### config.mk
export PLATFORM = sky130hd
export DESIGN_NAME = scp_079_cmd_arbiter_flat
export DESIGN_NICKNAME = d
export VERILOG_FILES = /design/src/rtl/scp_079_cmd_arbiter_if.sv /design/src/rtl/scp_079_cmd_arbiter.sv /design/src/flat_wrapper.sv
export SDC_FILE = /design/constraint.sdc
export NUM_CORES = 1
export LEC_CHECK = 0
export BUFFER_PORTS_ARGS = -buffer_cell sky130_fd_sc_hd__buf_4
export CORE_MARGIN = 2
export CORE_UTILIZATION = 50
export DETAILED_ROUTE_END_ITERATION = 10
export PLACE_DENSITY_LB_ADDON = 0.08
export SYNTH_ARGS = -nofsm -noshare
export SYNTH_HDL_FRONTEND = slang
export SYNTH_SLANG_ARGS = --single-unit
### constraint.sdc
create_clock -name clock -period 2.5 [get_ports clock]
set_clock_uncertainty 0.15 [all_clocks]
set_input_delay 0.125 -clock clock [delete_from_list [all_inputs] [get_ports clock]]
set_output_delay 0.125 -clock clock [all_outputs]
set_load 0.005 [all_outputs]
### src/rtl/scp_079_cmd_arbiter_if.sv
// scp_079_cmd_arbiter_if: request/command inputs and grant/colour outputs between requesters and the arbiter
interface scp_079_cmd_arbiter_if #(parameter int NUM_REQ = 3);
  logic [NUM_REQ-1:0]   req;
  logic [2*NUM_REQ-1:0] cmd;
  logic                 scp_cheat;
  logic [NUM_REQ-1:0]   gnt;
  logic [NUM_REQ-1:0]   done;
  logic                 abort;
  logic                 green;
  logic                 yellow;
  logic                 red;
  logic                 busy;
  modport master (output req, cmd, scp_cheat, input gnt, done, abort, green, yellow, red, busy);
  modport slave (input req, cmd, scp_cheat, output gnt, done, abort, green, yellow, red, busy);
endinterface

### src/rtl/scp_079_cmd_arbiter.sv
// scp_079_cmd_arbiter: round-robin sharing of scp_079 colour commands with hold/gap timing and cheat abort.
// Optional SCP_ARB_RED_PRIORITY_EN: red (cmd=11) requesters win over all others in IDLE.
module scp_079_cmd_arbiter #(
  parameter int NUM_REQ     = 3,
  parameter int HOLD_CYCLES = 8,
  parameter int GAP_CYCLES  = 2
) (
  input logic                  clock,
  input logic                  reset_n,
  scp_079_cmd_arbiter_if.slave bus
);
  localparam int IW = $clog2(NUM_REQ);
  typedef enum logic [1:0] {IDLE, HOLD, GAP} state_t;
  state_t state, state_n;
  logic [IW-1:0] rr, rr_n, own, own_n, win;
  logic [5:0] cnt, cnt_n;
  logic [NUM_REQ-1:0] gnt, gnt_n, done, done_n, elig, pick;
  logic abort, abort_n, busy, busy_n, found;
  logic [2:0] col, col_n;
  logic [1:0] wcmd;
  always_comb begin
    for (int i = 0; i < NUM_REQ; i++) elig[i] = bus.req[i] && (bus.cmd[2*i +: 2] != 2'b00);
`ifdef SCP_ARB_RED_PRIORITY_EN
    pick = '0;
    for (int i = 0; i < NUM_REQ; i++) pick[i] = elig[i] && (bus.cmd[2*i +: 2] == 2'b11);
    pick = |pick ? pick : elig;
`else
    pick = elig;
`endif
    found = 1'b0;
    win = '0;
    for (int k = 0; k < NUM_REQ; k++)
      if (!found && pick[(int'(rr) + k) % NUM_REQ]) begin
        found = 1'b1;
        win = IW'((int'(rr) + k) % NUM_REQ);
      end
    wcmd = bus.cmd[2*int'(win) +: 2];
  end
  // col holds the latched command as {red, yellow, green}, so later cmd changes are ignored
  always_comb begin
    state_n = state;
    rr_n = rr;
    own_n = own;
    cnt_n = cnt;
    gnt_n = gnt;
    col_n = col;
    busy_n = busy;
    done_n = '0;
    abort_n = 1'b0;
    case (state)
      IDLE: if (found) begin
        state_n = HOLD;
        own_n = win;
        gnt_n = NUM_REQ'(1) << win;
        col_n = {wcmd == 2'b11, wcmd == 2'b10, wcmd == 2'b01};
        busy_n = 1'b1;
        cnt_n = 6'(HOLD_CYCLES - 1);
        rr_n = IW'((int'(win) + 1) % NUM_REQ);
      end
      HOLD: if (bus.scp_cheat || !bus.req[own] || cnt == 6'd0) begin
        abort_n = bus.scp_cheat;
        done_n = (!bus.scp_cheat && bus.req[own]) ? gnt : '0;
        gnt_n = '0;
        col_n = '0;
        state_n = (GAP_CYCLES == 0) ? IDLE : GAP;
        busy_n = (GAP_CYCLES != 0);
        cnt_n = 6'((GAP_CYCLES > 0) ? GAP_CYCLES - 1 : 0);
      end else cnt_n = cnt - 6'd1;
      GAP: if (cnt == 6'd0) begin
        state_n = IDLE;
        busy_n = 1'b0;
      end else cnt_n = cnt - 6'd1;
      default: state_n = IDLE;
    endcase
  end
  always_ff @(posedge clock or negedge reset_n)
    if (!reset_n) begin
      state <= IDLE;
      rr <= '0;
      own <= '0;
      cnt <= '0;
      gnt <= '0;
      done <= '0;
      abort <= 1'b0;
      busy <= 1'b0;
      col <= '0;
    end else begin
      state <= state_n;
      rr <= rr_n;
      own <= own_n;
      cnt <= cnt_n;
      gnt <= gnt_n;
      done <= done_n;
      abort <= abort_n;
      busy <= busy_n;
      col <= col_n;
    end
  assign bus.gnt = gnt;
  assign bus.done = done;
  assign bus.abort = abort;
  assign bus.busy = busy;
  assign {bus.red, bus.yellow, bus.green} = col;
endmodule

### src/flat_wrapper.sv
// flat-port wrapper written by rule: the top's interface ports become plain ports
module scp_079_cmd_arbiter_flat 
#(
  parameter int NUM_REQ     = 3,
  parameter int HOLD_CYCLES = 8,
  parameter int GAP_CYCLES  = 2
)
  (clock, reset_n, bus_req, bus_cmd, bus_scp_cheat, bus_gnt, bus_done, bus_abort, bus_green, bus_yellow, bus_red, bus_busy);
  scp_079_cmd_arbiter_if #(.NUM_REQ(NUM_REQ)) bus_i ();
  input logic clock;
  input logic reset_n;
  input wire logic [$bits(bus_i.req)-1:0] bus_req;
  input wire logic [$bits(bus_i.cmd)-1:0] bus_cmd;
  input wire logic [$bits(bus_i.scp_cheat)-1:0] bus_scp_cheat;
  output wire logic [$bits(bus_i.gnt)-1:0] bus_gnt;
  output wire logic [$bits(bus_i.done)-1:0] bus_done;
  output wire logic [$bits(bus_i.abort)-1:0] bus_abort;
  output wire logic [$bits(bus_i.green)-1:0] bus_green;
  output wire logic [$bits(bus_i.yellow)-1:0] bus_yellow;
  output wire logic [$bits(bus_i.red)-1:0] bus_red;
  output wire logic [$bits(bus_i.busy)-1:0] bus_busy;
  assign bus_i.req = bus_req;
  assign bus_i.cmd = bus_cmd;
  assign bus_i.scp_cheat = bus_scp_cheat;
  assign bus_gnt = bus_i.gnt;
  assign bus_done = bus_i.done;
  assign bus_abort = bus_i.abort;
  assign bus_green = bus_i.green;
  assign bus_yellow = bus_i.yellow;
  assign bus_red = bus_i.red;
  assign bus_busy = bus_i.busy;
  scp_079_cmd_arbiter #(.NUM_REQ(NUM_REQ), .HOLD_CYCLES(HOLD_CYCLES), .GAP_CYCLES(GAP_CYCLES)) u_core (.clock(clock), .reset_n(reset_n), .bus(bus_i));
endmodule
==> impl_results.md <==
- Area of the mapped netlist: 1410 µm²
- Max capacitance violation total: 0
- Gr usage total: 0.201
- First-pass GRT wire length: 5170 µm
- Maximum number of pins on one net before global-route repair: 24
- Synth async-reset ratio: 1.00
- Max transition margin: 0.671
- Fillers: 237
- Syn nets: 156
- Most instantiated cells after synthesis: 23 x dfrtp_1, 11 x inv_1, 8 x ha_1, 8 x mux2_2
- Peak VDD IR: 738 µV
- Final total power: 0.00194 W
- Area Growth Syn to Fin: 22.4%
- Worst Path Required: 2570 ps
- Clk buf depth: 2
- Final Cycle Share: 0.938
- Number of diodes: 0
- Status: finished clean
- Total Wirelength: 3150 µm
- Final setup TNS: 0 ps
- DR vias/cell: 5.97
- CP Max Fanout: 6
- YS warnings: 0
- Number of global-route vias before repair: 1132
- Count leader, synth: dfrtp_1
- Fin. max-slew vios: 0
- DR WL/cell: 15.7 µm
- Seq/Total Area, Yosys: 0.409
- Synthesized-area fraction occupied by adder cells: 0.0712
- Post-DRT Antenna Nets: 0
- Number of flops mapped to enable cells by yosys: 0
- Initial core utilization: 0.519
- Syn_area_per_cell: 10.3 µm²
- Die height: 57.0 µm
- Seq cells post-synth: 23
- Library cells used by synthesis: 48
- RSZ-0062 raised after global routing: no
- Vias after detailed routing: 1194
- CTS tree: yes
- Drt initial violations: 35
- Post-Synth Simple-Gate Area: 0.181
- First-pass DRT Iterations: 4
- Final #Nets: 190
- I/O Buffers: 22
- Share of layout cells above drive strength 1: 0.320
- Initial antenna violation count: 0
- XOR/XNOR Fraction of Synth Area: 0
- Total Die Area: 3250 µm²
- CP Capture Type: register
- Drc violations: 0
- Main flop type after synthesis: dfrtp_1
- Clk root buf: clkbuf_4
- Mapped Cells: 136
- Clock latency on the worst-skew pair: 310 ps
- Top cells by area, synth: dfrtp_1 41%, ha_1 7.1%, mux2_2 6.4%
- Die Width: 57.0 µm
- Reg clk slew, reported paths: 140 ps
- Row cnt: 19
- CTS Buf Count: 3
- Worst Max-Slew Pin Slew: 487 ps
- Overflow after GRT: 0
- Share of the synthesized area in the top cell type: 0.409
- H-tree depth: 1
- Clock Sinks: 23
- Synth Area in Compound Gates: 0.222
- # IOs: 23
- Post-synthesis mux area share: 0.0783
- Core area: 2710 µm²
- Final hold violation count: 0
- CP Class: reg2reg
- HPWL Detailed: 2410 µm
- Fin crit period: 2350 ps
- Hold Crit Class: in2async
- Synth area leader: dfrtp_1
- Placer Congestion: 0.831
- Leakage: 0.800 nW
- Final setup violation count: 0
- Main combinational cell family by area after synthesis: compound AO/OA/AOI/OAI gates
- Max Fclk: 426 MHz
- Setup crit start kind: register
- Pwr dens: 1130 nW/µm²
- CP Data Arrival Time: 2410 ps
## cells by family after synthesis
| family | Yosys count |
|---|---|
| compound gates | 41 |
| fa+ha+maj | 8 |
| buf+inv | 14 |
| flops | 23 |
| mux | 10 |
| simple gates | 40 |
## area by class of cell
cell class / count / area, µm² / area share
Multi-Input combinational cell: 99 / 791 / 0.459
Sequential cell: 23 / 576 / 0.334
Inverter: 11 / 41.3 / 0.0240
Tap cell: 31 / 38.8 / 0.0225
Clock inverter: 1 / 5.00 / 0.00291
Timing Repair Buffer: 32 / 248 / 0.144
Clock buffer: 3 / 22.5 / 0.0131
## flip-flops by register name, summed over array words and instances (netlist names)
name and flops:
u_core.cnt 6, u_core.bus.done 3, u_core.bus.gnt 3, u_core.col 3, u_core.own 2, u_core.rr 2, u_core.state 2, u_core.bus.abort 1
u_core.bus.busy 1
## worst paths after layout
path / startpoint / to / slack [ps] / depth (start not counted)
setup reg to reg: u_core.rr[0] / u_core.col[2] / 150 / 7
hold / removal: reset_n / u_core.state[0] / 70 / 2
hold reg to reg: u_core.bus.gnt[0] / u_core.bus.done[0] / 380 / 1
setup / recovery: u_core.rr[0] / u_core.col[2] / 150 / 7
max in group asynchronous: reset_n / u_core.bus.gnt[2] / 1890 / 2
min in group clock: bus_cmd[0] / u_core.col[1] / 140 / 4
## where the power goes
part	leakage, nW	switching (W)	internal, W
Sequential	0.295	0.0000967	0.000497
Combinational	0.487	0.000596	0.000574
Clock	0.0177	0.000116	0.0000596
## cells in the final DEF (no fill, tap or decap), types with 3 or more instances in the layout
| cell type | netlist | routed |
|---|---|---|
| a22o_1 | 6 | 6 |
| o311ai_0 | 3 | 3 |
| ha_1 | 8 | 7 |
| dfrtp_1 | 23 | 23 |
| inv_1 | 11 | 11 |
| mux2_2 | 8 | 8 |
| dlygate4sd3_1 | 0 | 3 |
| nor3_1 | 7 | 7 |
| buf_4 | 0 | 29 |
| and2_1 | 3 | 3 |
| nor2_1 | 5 | 5 |
| nand3_1 | 5 | 5 |
| o21a_1 | 3 | 3 |
| o21ai_0 | 7 | 7 |
| clkbuf_4 | 0 | 3 |
| a21oi_1 | 3 | 3 |
## what timing repair did
item | CTS | global route
endpoints found under the setup margin | 0 | 8
hold buffers | 2 | 1
resized for setup | 0 | 6
endpoints found under the hold margin | 24 | 1
setup buffers | 0 | 1
## layer usage
| layer | track usage | part of all wire | up-vias |
|---|---|---|---|
| met3 | 0.0317 | 0.042 | 4 |
| met5 | 0 | 0 | - |
| li1 | - | - | 576 |
| met1 | 0.263 | 0.45 | 572 |
| met2 | 0.351 | 0.50 | 42 |
| met4 | 0.0465 | 0.0086 | 0 |
## stage by stage
stage           util  area, µm²  std cells  hold slack (ps)  worst slack [ps]
4_1_cts        0.624       1690        198             2.83              70.0
3_3_place_gp   0.606       1640        192             -116               162
2_1_floorplan      -       1410        136             -321               191
3_5_place_dp   0.606       1640        192             -113               100
6_report       0.635       1720        200             70.5               154
5_1_grt        0.635       1720        200             90.6              14.7
## worst max-delay path, cell delays in order (launching register included)
cell	delay, ps
dfrtp_1	390
inv_1	60
ha_2	390
a211oi_2	120
nor4_4	340
mux2_2	370
mux2_2	270
a22o_1	180
Power figures use the tool's default switching activity.
